## config.mk

```make
export PLATFORM = sky130hd
export DESIGN_NAME = hex_scan_driver
export DESIGN_NICKNAME = d
export VERILOG_FILES = /design/src/rtl/hex_scan_driver.sv
export SDC_FILE = /design/constraint.sdc
export NUM_CORES = 1
export LEC_CHECK = 0
export CELL_PAD_IN_SITES_DETAIL_PLACEMENT = 1
export CELL_PAD_IN_SITES_GLOBAL_PLACEMENT = 2
export CORE_MARGIN = 10
export CORE_UTILIZATION = 23
export CTS_BUF_LIST = sky130_fd_sc_hd__clkbuf_4
export CTS_CLUSTER_DIAMETER = 50
export DETAILED_ROUTE_END_ITERATION = 6
export GPL_TIMING_DRIVEN = 0
export PLACE_DENSITY = 0.95
export SKIP_LAST_GASP = 1
export SYNTH_ARGS = -nofsm -noshare
export SYNTH_HDL_FRONTEND = slang
export SYNTH_SLANG_ARGS = --single-unit
```

## constraint.sdc

```tcl
create_clock -name clk_i -period 6.9 [get_ports clk_i]
set_input_delay 1.38 -clock clk_i [delete_from_list [all_inputs] [get_ports clk_i]]
set_output_delay 1.38 -clock clk_i [all_outputs]
set_load 0.02 [all_outputs]
```

## src/rtl/hex_scan_driver.sv

```systemverilog
`default_nettype none
// +----------------------------------------------------------------------+
// | Module      : hex_scan_driver                                        |
// | Description : Time-multiplexed driver for eight seven-segment digits.|
// |               Snapshots all eight patterns once per frame and scans  |
// |               them onto one shared segment bus with active-low       |
// |               digit enables.                                         |
// | Option      : HEX_SCAN_BLANK_EN - when defined, every digit slot     |
// |               starts with BLANK_CYCLES of all-off (anti-ghosting).   |
// | Revision    : 1.0 - initial release                                  |
// +----------------------------------------------------------------------+
module hex_scan_driver #(
  parameter int CLK_DIV      = 50000,
  parameter int BLANK_CYCLES = 16
) (
  input  logic        clk_i,
  input  logic        rst_i,
  input  logic        enable_i,
  input  logic [31:0] hex0_i,
  input  logic [31:0] hex1_i,
  input  logic [31:0] hex2_i,
  input  logic [31:0] hex3_i,
  input  logic [31:0] hex4_i,
  input  logic [31:0] hex5_i,
  input  logic [31:0] hex6_i,
  input  logic [31:0] hex7_i,
  output logic [6:0]  seg_o,
  output logic [7:0]  an_o,
  output logic [2:0]  digit_idx_o,
  output logic        frame_done_o
);

  localparam int            CW       = (CLK_DIV > 1) ? $clog2(CLK_DIV) : 1;
  localparam logic [CW-1:0] CNT_LAST = CW'(CLK_DIV - 1);
  localparam logic [6:0]    SEG_OFF  = 7'h7F;
  localparam logic [7:0]    AN_OFF   = 8'hFF;

  typedef enum logic [1:0] {
    S_IDLE  = 2'd0,
    S_BLANK = 2'd1,
    S_SHOW  = 2'd2
  } state_e;

`ifdef HEX_SCAN_BLANK_EN
  localparam logic [CW-1:0] BLANK_LAST = CW'(BLANK_CYCLES - 1);
  // Every slot opens with the all-off interval.
  localparam state_e        SLOT_FIRST = S_BLANK;
`else
  // Without blanking a slot is pure SHOW and digits switch back-to-back.
  localparam state_e        SLOT_FIRST = S_SHOW;
`endif

  // Only the low seven bits of each processor register carry segment data.
  logic [6:0] hex_w [8];
  assign hex_w[0] = hex0_i[6:0];
  assign hex_w[1] = hex1_i[6:0];
  assign hex_w[2] = hex2_i[6:0];
  assign hex_w[3] = hex3_i[6:0];
  assign hex_w[4] = hex4_i[6:0];
  assign hex_w[5] = hex5_i[6:0];
  assign hex_w[6] = hex6_i[6:0];
  assign hex_w[7] = hex7_i[6:0];

  logic unused_hex_hi;
  assign unused_hex_hi = ^{hex0_i[31:7], hex1_i[31:7], hex2_i[31:7], hex3_i[31:7],
                           hex4_i[31:7], hex5_i[31:7], hex6_i[31:7], hex7_i[31:7]};

  state_e        state_q, state_d;
  logic [CW-1:0] cnt_q, cnt_d;
  logic [2:0]    idx_q, idx_d;
  logic [6:0]    snap_q [8];
  logic [6:0]    snap_d [8];
  logic          load_snap;
  logic          frame_done_d;
  logic [6:0]    seg_d;
  logic [7:0]    an_d;

  // Next-state logic: slot counter, digit index, snapshot capture and
  // the output values that the next state will present.
  always_comb begin
    state_d      = state_q;
    cnt_d        = cnt_q;
    idx_d        = idx_q;
    frame_done_d = 1'b0;
    load_snap    = 1'b0;

    if (!enable_i) begin
      state_d = S_IDLE;
      cnt_d   = '0;
      idx_d   = 3'd0;
    end else begin
      case (state_q)
        S_IDLE: begin
          // Fresh start always begins at digit 0 with a new snapshot.
          state_d   = SLOT_FIRST;
          cnt_d     = '0;
          idx_d     = 3'd0;
          load_snap = 1'b1;
        end
        default: begin
          if (cnt_q == CNT_LAST) begin
            state_d = SLOT_FIRST;
            cnt_d   = '0;
            idx_d   = idx_q + 3'd1;
            if (idx_q == 3'd7) begin
              // Frame boundary: the only point where new patterns are taken.
              frame_done_d = 1'b1;
              load_snap    = 1'b1;
            end
          end else begin
            cnt_d = cnt_q + CW'(1);
`ifdef HEX_SCAN_BLANK_EN
            if ((state_q == S_BLANK) && (cnt_q == BLANK_LAST)) begin
              state_d = S_SHOW;
            end
`endif
          end
        end
      endcase
    end

    for (int i = 0; i < 8; i++) begin
      snap_d[i] = load_snap ? hex_w[i] : snap_q[i];
    end

    if (state_d == S_SHOW) begin
      an_d  = ~(8'd1 << idx_d);
      seg_d = snap_d[idx_d];
    end else begin
      an_d  = AN_OFF;
      seg_d = SEG_OFF;
    end
  end

  // State, counters, snapshot and registered outputs.
  always_ff @(posedge clk_i or posedge rst_i) begin
    if (rst_i) begin
      state_q      <= S_IDLE;
      cnt_q        <= '0;
      idx_q        <= 3'd0;
      for (int i = 0; i < 8; i++) begin
        snap_q[i] <= SEG_OFF;
      end
      seg_o        <= SEG_OFF;
      an_o         <= AN_OFF;
      digit_idx_o  <= 3'd0;
      frame_done_o <= 1'b0;
    end else begin
      state_q      <= state_d;
      cnt_q        <= cnt_d;
      idx_q        <= idx_d;
      for (int i = 0; i < 8; i++) begin
        snap_q[i] <= snap_d[i];
      end
      seg_o        <= seg_d;
      an_o         <= an_d;
      digit_idx_o  <= idx_d;
      frame_done_o <= frame_done_d;
    end
  end

endmodule
`default_nettype wire

```

==> results.ini, run 1 <==
[placement]
dp_hpwl_um=9170
postPlaceCellArea_um2=5340
portBuffers=77
place_congestion=0.785
pre_cts_slack_ps=3120

[detailed_routing]
wl_per_cell_um=18.3
via_per_inst=4.40
detail-route-antenna-nets=0
vias=2875
drtPass1Iterations=4
drt_iter0_markers=97
drc_errors=0
drt_wl_total_um=12000

[grt]
grt.total_usage=0.101
grt_max_degree=63
antenna_found_initial=3
grt_pass1_vias=3359
grt-ovfl-total=0
grt_pass1_wl_um=19200

[clock_network]
cts_setup_buffers=0
root_buffer=clkbuf_4
cts_hold_buffers=0
cts_resized=0
cts_buffers=9
h-tree-depth=3
insertion_delay_ps=460
cts_tree=yes
clock_sinks=93
path_clk_slew_ps=150
clockBufferDepth=2

[synthesis]
ys_seq_elements=93
synth.distinct_cells=44
synth.yosys.seq_area_share=0.568
syn_nets=590
syn_inst=328
synth_flop_cell=dfstp_2
syn_area_um2=4250
syn_avg_cell_area_um2=13.0
ys_async_sr_fraction=1.00
synth_edf_count=0
ys_warn_count=0

[critical_path]
end_kind=flop
r2r_start=idx_q[0]
cp_max_fo=10
required_ps=7260
critPathKind=in2reg
r2r_end=seg_o[1]
reg2reg_setup_slack_ps=4040
start_kind=input pin
worstRegToRegCells=11
arrival_ps=3640

[timing]
timing.final.crit_share=0.477
max_slew_margin=0.447
tns_ps=0
clock.fmax_mhz=304
tightestPinTransition_ps=830
setup_ws_ps=3610
final_hold_viol_count=0
clock-skew-final_ps=15.1
rsz0062_at_grt=false
period_needed_ps=3290
finalSetupViolCount=0
slew_viol_final=0

[floorplanning]
die_w_um=156
die-area_um2=24300
start_util=0.235
fp-row-count=49
ios=278
die_y_um=156
core_um2=18100

[cells_and_area]
register_area_um2=2420
drive_above_1_share=0.405
final_common_cell=clkdlybuf4s50_1
utilization=0.305
fill_cells=1954
mostFrequentLayoutCells=clkdlybuf4s50_1, dfstp_2, mux2_2
nNetsFinal=679
finalInstanceArea_um2=5510
area_growth_pct=29.5
multiInputGateArea_um2=1740

[min_path]
hold_end=cnt_q[0]
hp-start=cnt_q[0]
min_path_cells=1
hold_class=reg2reg

[job]
max_cap_viol_count=0

[power]
total_power_uw=1170
ir_worst_vdd_mv=0.0785
p_leak_uw=0.00211
p_per_area_nw_per_um2=213

[run_status]
outcome=finished clean

## cell type report
type                       instances  area share
antenna                            2    0.000909
buffer                            12      0.0143
clock buffer                       9      0.0123
clock inverter                     7      0.0175
inverter                           4     0.00318
multi-input combinational        219       0.316
sequential                        93       0.439
tap                              229      0.0520
timing repair buffer              78       0.145
## worst max-delay path, stage by stage
cell             delay, ps
clkdlybuf4s50_1        600
o21a_1                 290
nand2b_1                80
mux2i_1                280
buf_2                  370
mux2_2                 380
o22ai_1                180
a21oi_1                 80
## metrics by stage
step,hold slack [ps],cells
global placement,476,634
finish,507,653
detailed placement,495,635
global route,528,651
floorplan,455,328
CTS,516,651
## metal layers
| layer | global-route usage | wire length (um) |
|---|---|---|
| met1 | 0.117 | 5110 |
| met2 | 0.173 | 5970 |
| met3 | 0.0375 | 750 |
| met4 | 0.0256 | 105 |
| met5 | 0 | 13 |
## cell families (layout without fill, tap and decap cells)
kind of cell / count (synthesis) / in the layout / synth area share
AO/OA/AOI/OAI: 37 / 37 / 0.0571
XOR/XNOR: 13 / 13 / 0.0268
adder cells (fa/ha/maj): 3 / 3 / 0.00883
buffers and inverters: 16 / 110 / 0.0221
flip-flops: 93 / 93 / 0.568
multiplexers: 81 / 81 / 0.212
other: 0 / 2 / 0
AND/OR/NAND/NOR: 85 / 85 / 0.105
## where the power goes
part | internal [uW] | total [uW] | switching (uW)
Combinational | 99.2 | 177 | 78.1
Clock | 149 | 342 | 193
Sequential | 636 | 653 | 16.9
## how the worst max path moves through the flow
stage | cells after the start | end | slack (ps) | from
floorplan | 1 | cnt_q[0] | 3220 | rst_i
global placement | 2 | idx_q[0] | 1950 | rst_i
detailed placement | 8 | seg_o[1] | 3120 | enable_i
CTS | 8 | seg_o[1] | 3620 | enable_i
global route | 8 | seg_o[1] | 3390 | enable_i
finish | 8 | seg_o[1] | 3610 | enable_i
## cells in the mapped netlist, drive strengths merged (4+ instances only)
| cell type | count | share of area |
|---|---|---|
| and4 | 4 | 0.0088 |
| nor2 | 19 | 0.017 |
| buf | 10 | 0.017 |
| o21ai | 7 | 0.0091 |
| o22ai | 4 | 0.0059 |
| dfstp | 71 | 0.44 |
| mux2 | 68 | 0.18 |
| and3 | 10 | 0.015 |
| xor2 | 4 | 0.0082 |
| a31oi | 4 | 0.0059 |
| dfrtp | 22 | 0.13 |
| nand3 | 8 | 0.0094 |
| a21oi | 9 | 0.011 |
| inv | 4 | 0.0035 |
| xnor2 | 9 | 0.019 |
| nand2 | 28 | 0.025 |
| mux2i | 13 | 0.031 |
## state kept, by name, summed over array words and instances, names as in the netlist
signal,flops
snap_q,56
seg_o,7
cnt_q,16
idx_q,3
state_q,2
an_o,8
frame_done_o,1
(Power assumes the default switching activity.)
==> run 2: changes to the inputs <==
CORE_UTILIZATION = 19   (was 23)
PLACE_DENSITY = 0.85   (was 0.95)
clock period = 3 ns   (was 6.9 ns; I/O delays follow)
==> run 2 against run 1 <==
Wire length shrank 1.0%. Clock skew grew 8.8 ps. Core utilization shrank 4.8 points. Total power grew 140%. Sequential share of layout area shrank 0.79 points. Hold slack gained 7.3 ps.
==> results.ini, run 2 (synthesis gave the netlist of run 1 again) <==
[floorplanning]
die_y_um=170
start_util=0.194
ios=278
die-area_um2=28800
fp-row-count=54
die_w_um=170
core_um2=21900

[clock_network]
clock_sinks=93
cts_tree=yes
cts_hold_buffers=0
cts_buffers=9
root_buffer=clkbuf_4
h-tree-depth=3
insertion_delay_ps=480
path_clk_slew_ps=150
clockBufferDepth=2

[run_status]
outcome=finished clean

[power]
p_leak_uw=0.00213
ir_worst_vdd_mv=0.158
p_per_area_nw_per_um2=494
total_power_uw=2780

[cells_and_area]
top_register=snap_q
drive_above_1_share=0.411
area_growth_pct=32.0
final_common_cell=clkdlybuf4s50_1
nNetsFinal=680
reg.largest.list=snap_q: 56 flops, cnt_q: 16 flops, an_o: 8 flops
fill_cells=2428
fin_cells=706
largest_reg_flops=56
mostFrequentLayoutCells=clkdlybuf4s50_1, dfstp_2, mux2_2

[detailed_routing]
vias=2906
via_per_inst=4.12
drtPass1Iterations=4
drt_iter0_markers=80
drt_wl_total_um=11800
wl_per_cell_um=16.8
drc_errors=0
detail-route-antenna-nets=0

[job]
max_cap_viol_count=0

[timing]
finalSetupViolCount=0
slew_viol_final=0
final_hold_viol_count=0
timing.final.crit_share=0.952
max_slew_margin=0.522
clock.fmax_mhz=350
tightestPinTransition_ps=717
clock-skew-final_ps=23.9
period_needed_ps=2860

[placement]
portBuffers=77
dp_hpwl_um=9100
post-place-cells=686
place_congestion=0.775

[grt]
grt_pass1_vias=3232
antenna_found_initial=2
grt_pass1_wl_um=18700
grt_max_degree=50
grt.total_usage=0.0833
grt-ovfl-total=0

[critical_path]
critPathKind=reg2reg
cp_max_fo=10
arrival_ps=3230
required_ps=3380
end_kind=flop
start_kind=flop

[min_path]
hold_class=reg2reg

[run 2: through the flow]
| stage | TNS (ps) | hold slack, ps | setup slack [ps] | cell area, um^2 | util |
|---|---|---|---|---|---|
| 2_1_floorplan | 0 | 455 | 97.2 | 4250 | - |
| 3_3_place_gp | -52040 | 482 | -1220 | 5370 | 0.245 |
| 3_5_place_dp | -69.9 | 496 | -69.9 | 5400 | 0.247 |
| 4_1_cts | 0 | 514 | 65.9 | 5590 | 0.255 |
| 5_1_grt | -8.79 | 531 | -8.79 | 5610 | 0.256 |
| 6_report | 0 | 514 | 145 | 5610 | 0.256 |
[run 2: worst paths after layout]
path | from | to | slack (ps) | cells past startpoint
min in group asynchronous | rst_i | idx_q[1] | 550 | 2
max | idx_q[0] | seg_o[1] | 140 | 11
min reg2reg | cnt_q[0] | cnt_q[0] | 510 | 1
min | cnt_q[0] | cnt_q[0] | 510 | 1
max reg2reg | idx_q[0] | seg_o[1] | 140 | 11
max in group asynchronous | rst_i | snap_q[35] | 1750 | 3
[run 2: cell type report]
cell class                      count  area, um^2  share of cell area
Tap cell                          280         350              0.0624
Antenna cell                        3        7.51             0.00134
Buffer                             11        77.6              0.0138
Sequential cell                    93        2420               0.431
Multi-Input combinational cell    219        1740               0.310
Clock inverter                      7         120              0.0214
Clock buffer                        9        67.6              0.0120
Timing Repair Buffer               80         813               0.145
Inverter                            4        17.5             0.00312
[run 2: worst max-delay path, cell delays in order (launching register included)]
cell,delay [ps]
dfrtp_2,470
ha_1,210
ha_1,180
and4_1,220
and4_4,230
o21ai_2,170
buf_6,180
buf_6,170
mux2_2,360
mux2_2,270
o22ai_1,190
a21oi_1,90
[run 2: layer usage]
layer | global-route usage | share of wire
met4 | 0.0278 | 0.015
met3 | 0.0313 | 0.068
met2 | 0.133 | 0.48
met5 | 0 | 0
met1 | 0.101 | 0.44
[run 2: power breakdown]
group	switching, uW	total (uW)	internal, uW
Sequential	35.5	1500	1460
Combinational	174	402	228
Clock	449	875	426
Total	659	2780	2120
[run 2: repair_timing]
action | 4_1_cts | 5_1_grt
buffers inserted | 0 | 2
setup endpoints to repair | 0 | 4
gates resized for setup | 0 | 3
==> run 3: changes to the inputs <==
ABC_CLOCK_PERIOD_IN_PS = 3000   (was default)
==> results of run 3 <==
No change in the layout: final DEF, timing and power equal those of run 2.
